--- src/rtl/core_pkg.sv ---
// Shared RV32I core constants: datapath sizing and write-back select encodings.
package core_pkg;

  localparam int XLEN  = 32;
  localparam int NREGS = 32;
  localparam int AW    = 5;

  typedef enum logic [2:0] {
    WB_ALU   = 3'b000,
    WB_MEM   = 3'b001,
    WB_AUIPC = 3'b010,
    WB_PC4   = 3'b011,
    WB_IMM   = 3'b111
  } wb_sel_e;

endpackage

--- src/rtl/reg_scoreboard.sv ---
// Pending-load scoreboard: one busy bit per architectural register plus the
// decode hazard, which a same-cycle write-back to the read register suppresses.
module reg_scoreboard #(
  parameter int NREGS = core_pkg::NREGS,
  parameter int AW    = core_pkg::AW
) (
  input  logic             clk,
  input  logic             rst,
  input  logic             pend_set,
  input  logic [AW-1:0]    pend_addr,
  input  logic             wr_en,
  input  logic [AW-1:0]    wr_addr,
  input  logic [AW-1:0]    rs1_addr,
  input  logic [AW-1:0]    rs2_addr,
  output logic [NREGS-1:0] busy_vec,
  output logic             hazard
);

  logic [NREGS-1:0] busy_q;
  logic [NREGS-1:0] busy_d;

  assign busy_d[0] = 1'b0;

  generate
    for (genvar gi = 1; gi < NREGS; gi++) begin : g_busy
      // A new load issue outranks the write-back retiring the previous one.
      always_comb begin
        busy_d[gi] = busy_q[gi];
        if (pend_set && (pend_addr == AW'(gi))) begin
          busy_d[gi] = 1'b1;
        end else if (wr_en && (wr_addr == AW'(gi))) begin
          busy_d[gi] = 1'b0;
        end
      end
    end
  endgenerate

  always_ff @(posedge clk) begin
    if (rst) begin
      busy_q <= '0;
    end else begin
      busy_q <= busy_d;
    end
  end

  logic rs1_haz;
  logic rs2_haz;

  always_comb begin
    rs1_haz = busy_q[rs1_addr] && !(wr_en && (wr_addr == rs1_addr));
    rs2_haz = busy_q[rs2_addr] && !(wr_en && (wr_addr == rs2_addr));
  end

  assign hazard   = rs1_haz || rs2_haz;
  assign busy_vec = busy_q;

endmodule

--- src/rtl/reg_file_rd.sv ---
// RV32I architectural register file: x0 hardwired to zero, two combinational
// read ports with write-through bypass, and a pending-load scoreboard.
module reg_file_rd #(
  parameter int XLEN  = core_pkg::XLEN,
  parameter int NREGS = core_pkg::NREGS,
  parameter int AW    = core_pkg::AW
) (
  input  logic             clk,
  input  logic             rst,
  input  logic [AW-1:0]    rs1_addr,
  input  logic [AW-1:0]    rs2_addr,
  output logic [XLEN-1:0]  rs1_data,
  output logic [XLEN-1:0]  rs2_data,
  input  logic             wr_en,
  input  logic [AW-1:0]    wr_addr,
  input  logic [XLEN-1:0]  wr_data,
  input  logic             pend_set,
  input  logic [AW-1:0]    pend_addr,
  output logic             hazard,
  output logic [NREGS-1:0] busy_vec
);

  logic [XLEN-1:0] regs_q [NREGS];
  logic [XLEN-1:0] regs_d [NREGS];

  always_comb begin
    regs_d = regs_q;
    if (wr_en && (wr_addr != '0)) begin
      regs_d[wr_addr] = wr_data;
    end
  end

  always_ff @(posedge clk) begin
    if (rst) begin
      for (int i = 0; i < NREGS; i++) begin
        regs_q[i] <= '0;
      end
    end else begin
      regs_q <= regs_d;
    end
  end

  // Bypass lets decode consume a value in the same cycle it is written back.
  always_comb begin
    rs1_data = regs_q[rs1_addr];
    if (rs1_addr == '0) begin
      rs1_data = '0;
    end else if (wr_en && (wr_addr == rs1_addr)) begin
      rs1_data = wr_data;
    end
  end

  always_comb begin
    rs2_data = regs_q[rs2_addr];
    if (rs2_addr == '0) begin
      rs2_data = '0;
    end else if (wr_en && (wr_addr == rs2_addr)) begin
      rs2_data = wr_data;
    end
  end

  reg_scoreboard #(
    .NREGS (NREGS),
    .AW    (AW)
  ) u_scoreboard (
    .clk       (clk),
    .rst       (rst),
    .pend_set  (pend_set),
    .pend_addr (pend_addr),
    .wr_en     (wr_en),
    .wr_addr   (wr_addr),
    .rs1_addr  (rs1_addr),
    .rs2_addr  (rs2_addr),
    .busy_vec  (busy_vec),
    .hazard    (hazard)
  );

endmodule

--- config.mk ---
export PLATFORM = sky130hd
export DESIGN_NAME = reg_file_rd
export DESIGN_NICKNAME = d
export VERILOG_FILES = /design/src/rtl/core_pkg.sv /design/src/rtl/reg_scoreboard.sv /design/src/rtl/reg_file_rd.sv
export SDC_FILE = /design/constraint.sdc
export NUM_CORES = 2
export LEC_CHECK = 0
export BUFFER_PORTS_ARGS = -buffer_cell sky130_fd_sc_hd__buf_2
export CAP_MARGIN = 20
export CORE_ASPECT_RATIO = 1.1
export CORE_UTILIZATION = 45
export DETAILED_ROUTE_END_ITERATION = 8
export GPL_ROUTABILITY_DRIVEN = 0
export SLEW_MARGIN = 40
export SYNTH_ARGS = -nofsm -noshare
export SYNTH_HDL_FRONTEND = slang
export SYNTH_SLANG_ARGS = --single-unit
export TNS_END_PERCENT = 100
--- constraint.sdc ---
create_clock -name clk -period 2.6 [get_ports clk]
set_clock_uncertainty 0.05 [all_clocks]
set_input_delay 0.13 -clock clk [delete_from_list [all_inputs] [get_ports clk]]
set_output_delay 0.13 -clock clk [all_outputs]
set_load 0.01 [all_outputs]
Word-level counts from Yosys, hierarchy flattened
Index checks and enable logic that the tools add are counted.
- add/subtract/negate cells: 0
- shifts and indexed selects: 0
- reduce and logical (&&, ||, !) cells: 105
- equal/unequal tests: 64
- order comparisons: 6
- bitwise operators: 3
- div/mod/pow operators: 0
- mux-type cells: 79
- $mul: 0
- operators by type and width (cell ; count):
    $bwmux W1024 ; 1
    $bmux W32 S5 ; 2
    $mux W32 ; 9
    $demux W32 S5 ; 1
    $eq A5 B5 Y1 const B ; 32
    $eq A5 B4 Y1 const B ; 16
    $logic_and A1 B1 Y1 ; 68
    $mux W1 ; 64
    $reduce_bool A2 Y1 ; 31
    $eq A5 B3 Y1 const B ; 8
    $eq A5 B2 Y1 const B ; 4
    $ge A6 B6 Y1 const B ; 3
    $not A5 Y6 ; 3
    $lt A5 B6 Y1 const B ; 2
    $bmux W1 S5 ; 2
    $eq A5 B1 Y1 const B ; 2
    $eq A5 B5 Y1 ; 2
    $logic_not A5 Y1 ; 2
    $lt A6 B1 Y1 const B ; 1
    $reduce_bool A5 Y1 ; 1
    $logic_not A1 Y1 ; 2
    $logic_or A1 B1 Y1 ; 1
- ROM bits: 0
- memory bits (writable): 0
- register bits after elaboration: 1056
- bits in latches: 0
- memories kept: 0
- bits of input ports: 56

Depth between registers and ports, before layout
- word-level depth: 6
- depth in mapped cells: 10

Cells and area by module
A second synthesis with hierarchy kept.
- cells, all modules: 6289
- area, all modules: 54360.9 sq um
- by module, submodules not included (module ; area an instance (sq um) ; seq. area each (sq um) ; times used ; cells each):
    reg_file_rd ; 52344.0 ; 20499.7 ; 1 ; 6052
    reg_scoreboard ; 2016.9 ; 620.6 ; 1 ; 237

Worst setup path before layout
Ideal clock, no wire load.
- path type: input to output
- start point: in rs1_addr[0]
- end point: out rs1_data[19]
- path slack: 0.602 ns
- cell stages on the path: 7
- arrival: 1.818 ns
- required time: 2.420 ns
- path through: buf_4 > buf_6 > buf_2 > mux4_2 > a22oi_1 > nand2_1 > a221o_1
- longest elaborated chain between the ends: 6
- elaborated cells on any way between the ends: 9
- classes of those cells: eq/ne: 1; mux: 5; bitwise: 1; reduce/logical: 2
- RTL lines (item ; line ; text):
    from (decl) ; reg_file_rd.sv:10 ; input logic [AW-1:0] rs1_addr,
    $not A5 Y6 (implied by the code) ; reg_file_rd.sv:45 ; rs1_data = regs_q[rs1_addr];
    $bmux W32 S5 ; reg_file_rd.sv:45 ;
    $mux W32 (implied by the code) (2 in a row) ; reg_file_rd.sv:45 ;
    $mux W32 ; reg_file_rd.sv:48 ; end else if (wr_en && (wr_addr == rs1_addr)) begin
    $mux W32 * ; reg_file_rd.sv:46 ; if (rs1_addr == '0) begin
    to (decl) ; reg_file_rd.sv:12 ; output logic [XLEN-1:0] rs1_data,
Mark *: on every way between the ends. The rest lies on a longest branch, timed or not. The select of a mux whose other input is x is not followed.

Worst setup path after layout
- start point: reg regs_q[806] (netlist name)
- end point: out rs1_data[6]
- longest elaborated chain between the ends: 5
- RTL lines (item ; line ; text):
    from (decl) ; reg_file_rd.sv:23 ; logic [XLEN-1:0] regs_q [NREGS];
    from (signal assigned) ; reg_file_rd.sv:39 ; regs_q <= regs_d;
    $bmux W32 S5 ; reg_file_rd.sv:45 ;
    $mux W32 (implied by the code) (2 in a row) ; reg_file_rd.sv:45 ;
    $mux W32 ; reg_file_rd.sv:48 ;
    $mux W32 ; reg_file_rd.sv:46 ;
No other way between the ends. The select of a mux whose other input is x is not followed.

==> flow_metrics.tcl <==
set metrics [dict create \
    via_count 53678 \
    use_met1_pct 51.0 \
    postRouteAntennaNets 0 \
    rows 133 \
    min_path_type "in2reg" \
    synth-edff-count 0 \
    wl_um 250000 \
    root_buffer "clkbuf_16" \
    setup_viol 40 \
    instances_no_fill 8153 \
    synth_area_leaders "dfxtp_1, mux4_2, nand2_1" \
    clock_latency_ns 0.73 \
    leakage_nw 22.7 \
    io_buffers 151 \
    cts_tree "yes" \
    die_w_um 334 \
    clk_pin_slew_worst_paths_ns 0.07 \
    htreeDepth 3 \
    synthArstFlopShare_pct 0 \
    detailedPlace.worstSlack_ns -0.588 \
    antenna_found_initial 13 \
    synth_top_cell_by_area "dfxtp_1" \
    peakVddDrop_v 0.000525 \
    yosysSeqAreaShare_pct 38.8 \
    coreArea_sq_um 120000 \
    cts_buffer_depth 3 \
    fin_crit_ns 3.03 \
    drt_iter0_drc 8103 \
    synthFlopType "dfxtp_1" \
    synth_warnings 0 \
    drive_above_1_share_pct 27.1 \
    dr.pass1.iters 9 \
    hold_viol 0 \
    cp.arrival_ns 2.85 \
    cap_violations 0 \
    tightest_slew_ns 0.940 \
    via_per_inst 6.58 \
    critPathLaunchType "flop" \
    placed_cells 7865 \
    cts_sinks 1055 \
    cts_buffers 114 \
    met2_usage_pct 56.3 \
    synthDistinctLibCells 71 \
    powerDensity_nw_per_um2 575 \
    fmax_mhz 330 \
    grt_usage_pct 39.7 \
    area_growth_pct 21.9 \
    end_kind "output port" \
    critPathRequiredTime_ns 2.42 \
    avgSynthCellArea_sq_um 8.64 \
    final.period_utilization_pct 116 \
    drv_slew 0 \
    most-common-layout-cells "nand2_1, a21oi_1, dfxtp_1, buf_4, mux4_2" \
    syn_area_sq_um 54400 \
    grt_pass1_wl_um 354000 \
    gr-max-usage-layer "met2" \
    ys_ff_latch 1055 \
    syn_inst 6300 \
    grt_pass1_vias 50318 \
    overflow 0 \
    synth.top_cell.area_share_pct 38.8 \
    drc_errors 0 \
    grt_use_met3_pct 13.3 \
    final_common_cell "nand2_1" \
    setup_ws_ns -0.429 \
    fillers 10499 \
    crit_fanout 2 \
    post_dp_cell_area_sq_um 59800 \
    criticalPathCategory "reg2out" \
    ioPinCount 153 \
    die-area_sq_um 122000 \
    outcome "finished, violations left" \
    rsz0062_at_grt "yes" \
    start_util_pct 45.5 \
    syn_nets 6356 \
    place_hpwl_um 156000 \
    post_drt_wl_per_cell_um 30.7 \
    setup-tns-final_ns -7.32 \
    fin_nets 6548 \
    violations "negative setup slack" \
    final_area_sq_um 66300 \
    slew-limit-headroom_pct 37.2 \
    grt_max_degree 103 \
    die_y_um 367 \
]
## final cells by class
type / instances / area, sq um / share of cell area [%]
multi-input combinational: 4579 / 32100 / 48.3
sequential: 1055 / 21300 / 32.2
clock buffer: 174 / 3430 / 5.17
antenna: 15 / 37.5 / 0.0566
timing repair buffer: 737 / 7020 / 10.6
tap: 1552 / 1940 / 2.93
clock inverter: 36 / 494 / 0.745
inverter: 5 / 18.8 / 0.0283
## final timing paths
kind,from,depth (start not counted),slack (ns),to
setup reg to reg,u_scoreboard.busy_vec[11]$_SDFFE_PP0P_,3,1.25,u_scoreboard.busy_vec[11]$_SDFFE_PP0P_
setup / recovery,regs_q[806]$_SDFFE_PP0P_,8,-0.43,rs1_data[6]
hold reg to reg,regs_q[473]$_SDFFE_PP0P_,2,0.41,regs_q[473]$_SDFFE_PP0P_
hold / removal,wr_addr[0],5,0.13,regs_q[359]$_SDFFE_PP0P_
## through the flow
step,util (%),hold WS (ns),power [mW]
final,55.5,0.126,38.2
after floorplan,-,0.216,18.8
after global placement,50.0,0.399,20.7
after CTS,54.9,0.0807,37.9
after detailed placement,50.0,0.405,20.7
after global routing,55.4,0.130,38.9
## repair_timing
action                                  in CTS  in global routing
pin swaps                                  100                 66
gates resized for setup                    341                152
hold endpoints to repair                   629                  0
setup buffers                               37                 10
endpoints found under the setup margin      59                 59
cloned                                       1                  1
hold buffers                                43                  0
## report_power, final
part	internal, mW	switching, mW	total, mW
registers	16.3	0.0931	16.4
logic	1.59	2.91	4.50
clock network	10.1	7.23	17.3
total	27.9	10.2	38.2
## flip-flops by register name, indices dropped and copies added (netlist names)
register and count:
regs_q 1024, u_scoreboard.busy_vec 31
## cell usage after synthesis, types with 4 or more instances
cell type	count
nand2_1	2078
dfxtp_1	1055
a21oi_1	1047
clkbuf_1	475
mux4_2	396
mux2i_1	246
nor2_1	97
buf_2	95
a22oi_1	81
o22ai_1	69
mux2_2	64
a221oi_1	58
nor2b_1	55
nor3_1	49
o21ai_0	49
buf_6	34
buf_4	30
a221o_1	29
a22o_1	28
nand3_1	20
o211ai_1	19
nand2b_1	17
a211oi_1	15
buf_1	15
nor3b_1	14
nor4_1	14
a2111oi_0	11
o21ai_1	11
o22a_1	11
buf_8	9
a311oi_1	8
a32oi_1	8
a31oi_1	7
xnor2_1	6
and2_1	5
and3_1	5
o221ai_1	5
nand4_1	4
or2_2	4
xor2_1	4
## layer usage
layer	vias to the layer above	part of all wire [%]
met5	-	0.047
met4	12	7.6
met3	979	15
met2	4162	41
met1	26007	36
li1	22518	-
## critical path: stages (launching register included)
cell      delay [ns]
dfxtp_2         0.33
mux4_2          0.49
a22o_1          0.24
a221oi_2        0.19
buf_4           0.16
nor3_1          0.04
a221o_1         0.37
buf_12          0.18
buf_6           0.11
## cells by family after synthesis
group	count (synthesis)	synth area share, %
AOI/OAI and AO/OA	1476	15.6
xor gates and xnor gates	10	0.161
buffers and inverters	666	5.74
DFF	1055	38.8
muxes	706	22.2
other	1	0.00689
and+or+nand+nor	2386	17.4
No activity file was read; power rests on OpenSTA's default activity.
